$ cat config.mk
export PLATFORM = sky130hd
export DESIGN_NAME = ring_cnt_param
export DESIGN_NICKNAME = d
export VERILOG_FILES = /design/src/rtl/ring_cnt_pkg.sv /design/src/rtl/ring_cnt_param_chk.sv /design/src/rtl/ring_cnt_param.sv
export SDC_FILE = /design/constraint.sdc
export NUM_CORES = 1
export LEC_CHECK = 0
export ABC_CLOCK_PERIOD_IN_PS = 6600
export BUFFER_PORTS_ARGS = -buffer_cell sky130_fd_sc_hd__buf_2
export CAP_MARGIN = 20
export CORE_ASPECT_RATIO = 0.6
export CORE_UTILIZATION = 45
export DETAILED_ROUTE_END_ITERATION = 16
export PLACE_DENSITY = 0.63
export SLEW_MARGIN = 20
export SYNTH_ARGS = -nofsm -noshare
export SYNTH_HDL_FRONTEND = slang
export SYNTH_SLANG_ARGS = --single-unit
$ cat constraint.sdc
create_clock -name clk -period 6.6 [get_ports clk]
set_input_delay 0.33 -clock clk [delete_from_list [all_inputs] [get_ports clk]]
set_output_delay 0.33 -clock clk [all_outputs]
set_load 0.02 [all_outputs]
$ cat src/rtl/ring_cnt_pkg.sv
`default_nettype none
//------------------------------------------------------------------------------
// ring_cnt_pkg: ring mode constants and index-to-pattern helpers.  rev 1.0
//------------------------------------------------------------------------------
package ring_cnt_pkg;

    localparam int MODE_ONEHOT  = 0;
    localparam int MODE_JOHNSON = 1;
    localparam int RING_MAX_W   = 64;

    function automatic int num_states(input int width, input int mode);
        return (mode == MODE_JOHNSON) ? 2 * width : width;
    endfunction

    // Bits at and above width are always zero; callers truncate to their ring width.
    function automatic logic [RING_MAX_W-1:0] idx_to_pattern(input int k, input int width,
                                                             input int mode);
        logic [RING_MAX_W-1:0] p;
        p = '0;
        for (int i = 0; i < RING_MAX_W; i++) begin
            if (i < width) begin
                if (mode == MODE_JOHNSON) begin
                    p[i] = (k <= width) ? (i < k) : (i >= k - width);
                end else begin
                    p[i] = (i == k);
                end
            end
        end
        return p;
    endfunction

endpackage
`default_nettype wire

$ cat src/rtl/ring_cnt_param_chk.sv
`default_nettype none
//------------------------------------------------------------------------------
// ring_cnt_chk: flags an illegal ring pattern or an out/pos mismatch.  rev 1.0
//------------------------------------------------------------------------------
module ring_cnt_chk
    import ring_cnt_pkg::*;
#(
    parameter int WIDTH = 8,
    parameter int MODE  = 0,
    parameter int IW    = 3
)(
    input  logic [WIDTH-1:0] out_i,
    input  logic [IW-1:0]    pos_i,
    output logic             illegal_o
);

    localparam int NS = num_states(WIDTH, MODE);

    logic [WIDTH-2:0] w_trans;
    logic [WIDTH-1:0] w_exp_pat;
    logic             w_ring_ok;
    logic             w_pos_ok;

    // A legal Johnson word has at most one boundary between adjacent unequal bits.
    assign w_trans   = out_i[WIDTH-2:0] ^ out_i[WIDTH-1:1];
    assign w_ring_ok = (MODE == MODE_JOHNSON) ? ((w_trans & (w_trans - 1'b1)) == '0)
                                              : $onehot(out_i);
    assign w_exp_pat = WIDTH'(idx_to_pattern(int'(pos_i), WIDTH, MODE));
    assign w_pos_ok  = (int'(pos_i) < NS) && (out_i == w_exp_pat);
    assign illegal_o = !w_ring_ok || !w_pos_ok;

endmodule
`default_nettype wire

$ cat src/rtl/ring_cnt_param.sv
`default_nettype none
//------------------------------------------------------------------------------
// ring_cnt_param: one-hot / Johnson ring counter with load, wrap and recovery.
// rev 1.0
//------------------------------------------------------------------------------
module ring_cnt_param
    import ring_cnt_pkg::*;
#(
    parameter  int WIDTH     = 8,
    parameter  int MODE      = 0,
    parameter  int RESET_POS = 0,
    localparam int NS        = num_states(WIDTH, MODE),
    localparam int IW        = $clog2(NS)
)(
    input  logic             clk,
    input  logic             reset,
    input  logic             enable,
    input  logic             dir,
    input  logic             load,
    input  logic [IW-1:0]    load_idx,
    output logic [WIDTH-1:0] out,
    output logic [IW-1:0]    pos,
    output logic             wrap,
    output logic             err
);

    localparam logic [WIDTH-1:0] C_RESET_PAT = WIDTH'(idx_to_pattern(RESET_POS, WIDTH, MODE));
    localparam logic [IW-1:0]    C_RESET_POS = IW'(RESET_POS);
    localparam logic [IW-1:0]    C_LAST_POS  = IW'(NS - 1);
    localparam logic             C_TWIST     = (MODE == MODE_JOHNSON) ? 1'b1 : 1'b0;

    logic [WIDTH-1:0] out_q, out_d;
    logic [IW-1:0]    pos_q, pos_d;
    logic             wrap_q, wrap_d;
    logic             err_q, err_d;
    logic             w_illegal;
    logic             w_load_ok;

    assign out  = out_q;
    assign pos  = pos_q;
    assign wrap = wrap_q;
    assign err  = err_q;

    // Checks the visible ring word so any corruption of it is caught.
    ring_cnt_chk #(
        .WIDTH (WIDTH),
        .MODE  (MODE),
        .IW    (IW)
    ) u_chk (
        .out_i     (out),
        .pos_i     (pos_q),
        .illegal_o (w_illegal)
    );

    assign w_load_ok = (int'(load_idx) < NS);

    always_comb begin
        out_d  = out;
        pos_d  = pos_q;
        wrap_d = 1'b0;
        err_d  = 1'b0;
        if (w_illegal) begin
            out_d = C_RESET_PAT;
            pos_d = C_RESET_POS;
            err_d = 1'b1;
        end else if (load) begin
            if (w_load_ok) begin
                out_d = WIDTH'(idx_to_pattern(int'(load_idx), WIDTH, MODE));
                pos_d = load_idx;
            end else begin
                err_d = 1'b1;
            end
        end else if (enable) begin
            if (dir) begin
                out_d  = {out[WIDTH-2:0], out[WIDTH-1] ^ C_TWIST};
                pos_d  = (pos_q == C_LAST_POS) ? '0 : pos_q + 1'b1;
                wrap_d = (pos_q == C_LAST_POS);
            end else begin
                out_d  = {out[0] ^ C_TWIST, out[WIDTH-1:1]};
                pos_d  = (pos_q == '0) ? C_LAST_POS : pos_q - 1'b1;
                wrap_d = (pos_q == '0);
            end
        end
    end

    always_ff @(posedge clk) begin
        if (reset) begin
            out_q  <= C_RESET_PAT;
            pos_q  <= C_RESET_POS;
            wrap_q <= 1'b0;
            err_q  <= 1'b0;
        end else begin
            out_q  <= out_d;
            pos_q  <= pos_d;
            wrap_q <= wrap_d;
            err_q  <= err_d;
        end
    end

endmodule
`default_nettype wire

# Word level (Yosys, flattened, before mapping)
# Cells that the tools add are included.
# classes
addsub,9
eq_ne,17
n_mux,10
bitwise_logic,1
n_reduce_logical,9
# ops
op,count
3-bit == test (first input constant),8
8-bit 2-to-1 mux,3
3-bit 2-to-1 mux,5
4-bit adder,3
2-bit by 3-bit == test with 1-bit output (first input constant),4
3-bit logical NOT,3
1-bit by 1-bit adder with 2-bit output,4
8-bit == test,1
1-bit by 3-bit == test with 1-bit output (first input constant),2
4-bit by 1-bit == test with 1-bit output (second input constant),1
4-bit OR reduction,1
3-bit by 1-bit adder with 3-bit output (second input constant),1
3-bit == test (second input constant),1
3-bit by 1-bit subtractor with 3-bit output (second input constant),1
1-bit logical NOT,2
1-bit 2-to-1 mux,2
2-bit nonzero test,1
2-bit OR reduction,1
1-bit logical OR,1
1-bit inverter,1
# totals
register_bits,13
inputBits,8
wordCells,50

# Depth between registers and ports, before layout
# logic_depth
depth_word,7
ltp_mapped,12
ltp_nobuf,11

# By module
# From an unflattened synthesis, not the netlist that was laid out.
# hier_totals
cells_unflattened,132
area_unflattened_um2,1163.6
# modules_own_cells
mod,n_inst,cells_each,area_per_inst_um2,seq_area_each_um2
ring_cnt_param,1,83,754.5,260.2
ring_cnt_chk,1,49,409.1,0.0

# Least setup slack after synthesis
# No wires, ideal clock.
# synth_path
kind,flip-flop to flip-flop
start,"reg out_q[2], in the netlist out[2]"
end,"reg out_q[0], in the netlist out[0]"
setup_time_ns,0.129
t_arrival_ns,3.291
t_required_ns,6.471
setup_slack_ns,3.180
stages_incl_launch_ff,13
n_path_buf,1
cell_sequence,dfxtp_1 -> ha_1 -> fa_1 -> inv_1 -> fa_1 -> inv_1 -> ha_1 -> fa_1 -> nor4b_1 -> o211ai_1 -> nor4_4 -> buf_6 -> o311ai_1
# synth_between
elab_chain_len,7
word_cells_on_any_way,9
# synth_rtl
element,line,text
start: declaration,ring_cnt_param.sv:32,"logic [WIDTH-1:0] out_q, out_d;"
start signal: assignment,ring_cnt_param.sv:93,out_q <= out_d;
1-bit by 1-bit adder with 2-bit output (not written as such),ring_cnt_param_chk.sv:27,: $onehot(out_i);
4-bit adder (not written as such) (2 in series),ring_cnt_param_chk.sv:27,
4-bit by 1-bit == test with 1-bit output,ring_cnt_param_chk.sv:27,
1-bit logical NOT,ring_cnt_param_chk.sv:30,assign illegal_o = !w_ring_ok || !w_pos_ok;
1-bit logical OR *,ring_cnt_param_chk.sv:30,
2-bit OR reduction (no source line) *,--,
# Every way passes the cells marked *; elsewhere a longest branch is shown, timed or not.
# A chain may end at the register's enable or synchronous reset.

# Final worst setup path
# Same ends and word-level chain as after synthesis.

==> results.ini <==
[final_layout]
layout-drive-gt1-share_pct = 15.8
antennaDiodeCount = 0
area_delta_synth_final_pct = 12.9
finalNetCount = 184
postLayoutCoreUtil_pct = 56.8

[timing]
grt_setup_unrepaired = no
final-setup-viol-count = 0
drv_slew = 0
timing.hold.ws_ps = 292
fin_skew_ps = 1.36
achievable_clock_frequency_mhz = 268
hold_violations = 0
slew_limit_headroom_pct = 60.2
max_slew.worst_pin.slew_ps = 592
final.setup.worst_slack_ps = 2870
totalNegativeSetupSlack_ps = 0
finalCritPeriodShare_pct = 56.4
final.min_clock_period_ps = 3730

[detailed_routing]
vias = 1048
detailedRoute.firstPassIterationCount = 4
drt_drc_violations_left = 0
wl_per_cell_um = 14.3
first_iter_violations = 56
totalWireLength_um = 2700
postRouteAntennaNets = 0
routed_via_density = 5.57

[power_and_ir_drop]
p_total_mw = 0.555
total_leakage_power_nw = 0.609
power_density_nw_per_um2 = 426
netSwitchingFraction_pct = 47.5
vdd_drop_max_v = 0.000185
gate_power_share_pct = 63.0
clock_power_share_pct = 13.2
power_report.internal_total_mw = 0.292
switching_power_mw = 0.264
seqPwrFrac_pct = 23.9

[cts]
post_cts_buffers = 0
htreeDepth = 1
ctsHoldBuffers = 0
cts_sinks = 13
clockRootBuffer = clkbuf_8
clockBufferDepth = 2
clk-insertion-delay-late_ps = 240
tritoncts = yes
ctsResizeCount = 0
cts.reportedPaths.clkPinSlew_ps = 60
cts_buffers = 3

[setup_path]
slowest_stage = nor4_4
cpLargestDelayFamily = adder cells
required_ps = 6690
critical_path_buf_inv_count = 2
timing_worst_setup_path_type = reg2reg
worst_setup_path_end_kind = register
critical_path_peak_fanout = 12
cpPeakStageDelay_ps = 560
critPathArrivalTime_ps = 3820
critical_path.most_common_cell = fa_1
worst_setup_path_start_kind = register
path_cells = ha_1 -> fa_1 -> inv_1 -> fa_1 -> inv_1 -> ha_1 -> fa_1 -> nor4b_1 -> o211ai_1 -> nor4_4 -> o311ai_1

[placed_design]
dpl_worst_slack_ps = 2910
dp.final_hpwl_um = 2010
gpl.final_weighted_congestion = 0.840
port_buffers = 20

[floorplan]
floorplan.initialDensity_pct = 50.3
area_of_the_core_um2 = 2290
count_of_pins_on_the_block_boundary = 21
num_rows = 13
chipWidth_um = 67.4
die_h_um = 41.2
die_area_um2 = 2780

[global_routing]
grtUsageTotal_pct = 22.3
largest_net_degree_at_the_start_of_global_routing = 24
grt_pass1_vias = 841
global_route_wire_length_before_repair_um = 4250
initial_antenna_violation_count = 0
gr-total-overflow = 0

[synthesis]
synth.yosys.seq_area_share_pct = 22.6
yosys_warnings = 0
syn_area_um2 = 1150
netlist.top_cell.by_area = dfxtp_1
synth_cells = 141
synth.top_cells.by_area = dfxtp_1 23%, ha_1 14%, fa_1 6.9%, o21ai_0 6.5%, inv_1 5.5%
synth_top_area_share_pct = 22.6
synth_area_per_cell_um2 = 8.18
post_synth_num_cell_types = 34
synth.ff_latch_count = 13
syn_nets = 166

[worst_hold_path]
timing.hold.worst.class = in2reg

[outcome]
status = completed

[job]
cap_violations = 0

-- cells by family (layout without fill, tap and decap cells) --
logic type,Yosys count,count (layout),synth area share (%)
simple gates,41,41,19.5
compound gates,37,37,20.9
buf+inv,24,41,8.57
fa+ha+maj,17,17,21.0
flops,13,13,22.6
mux,5,5,4.34
xor+xnor,4,4,3.04
-- final cells by class --
| class | instances | area, um^2 |
|---|---|---|
| Clock inverter | 1 | 5.00 |
| Timing Repair Buffer | 20 | 100 |
| Inverter | 17 | 63.8 |
| Sequential cell | 13 | 260 |
| Clock buffer | 3 | 41.3 |
| Multi-Input combinational cell | 104 | 795 |
| Fill cell | 230 | 991 |
| Tap cell | 30 | 37.5 |
-- cell usage in the layout, fill, tap and decap left out --
cell and n:
and4b_1 1, inv_1 17, xor2_1 1, clkinv_2 1, a22o_1 1, a21boi_1 1, o311ai_1 1, o21ai_0 15
a221o_1 1, xnor2_1 3, o221ai_1 2, o22ai_1 7, nand2_1 15, buf_2 20, nand3b_1 1, and2_1 8
mux2i_1 5, o211a_1 1, nor4_4 1, nor3_1 2, clkbuf_8 3, nand2b_1 5, a211oi_1 1, nor4b_1 1
fa_1 4, nor2_1 5, a21oi_1 1, nor2b_1 1, nand3_1 1, a211o_1 1, o32ai_1 1, dfxtp_1 13
o211ai_1 4, ha_1 13
-- path summary, 6_finish.rpt --
kind	cells after the start	end	start	slack, ps
min	2	err	reset	290
min reg2reg	4	pos[1]	pos[1]	670
max	11	out[0]	out[2]	2870
max reg2reg	11	out[0]	out[2]	2870
-- per-layer routing --
metal / share of wire (%) / GRT usage [%]
met1: 53 / 32.4
met2: 41 / 32.0
met5: 0 / 0
met3: 5.7 / 5.83
met4: 0.41 / 5.32
-- power groups by stage --
stage | registers [mW] | logic (mW) | clock network, mW
2_1_floorplan | 0.146 | 0.278 | 0
3_3_place_gp | 0.132 | 0.344 | 0
3_5_place_dp | 0.134 | 0.347 | 0
4_1_cts | 0.132 | 0.351 | 0.0758
5_1_grt | 0.136 | 0.393 | 0.0802
6_report | 0.133 | 0.350 | 0.0731
-- synth_stat cells --
cell type,n
and4b_1,1
dfxtp_1,13
a211oi_1,1
a21oi_1,1
o221ai_1,2
o311ai_1,1
o211a_1,1
nor4b_1,1
o21ai_0,15
nor4_4,1
nor3_1,2
o22ai_1,7
clkbuf_1,5
o211ai_1,4
xor2_1,1
ha_1,13
mux2i_1,5
and2_1,8
inv_1,17
xnor2_1,3
fa_1,4
a221o_1,1
nand2_1,15
buf_2,1
nor2_1,5
buf_6,1
a211o_1,1
nand3b_1,1
a21boi_1,1
nor2b_1,1
nand2b_1,5
a22o_1,1
o32ai_1,1
nand3_1,1
-- per-stage QoR --
stage / cell area [um^2] / std cells
6_report: 1300 / 188
3_5_place_dp: 1260 / 184
5_1_grt: 1300 / 188
4_1_cts: 1300 / 188
2_1_floorplan: 1150 / 141
3_3_place_gp: 1260 / 184
-- sequential cells by signal (all words and copies together) (netlist names) --
signal  cells
err         1
wrap        1
pos         3
out         8
No activity file was read; power rests on OpenSTA's default activity.
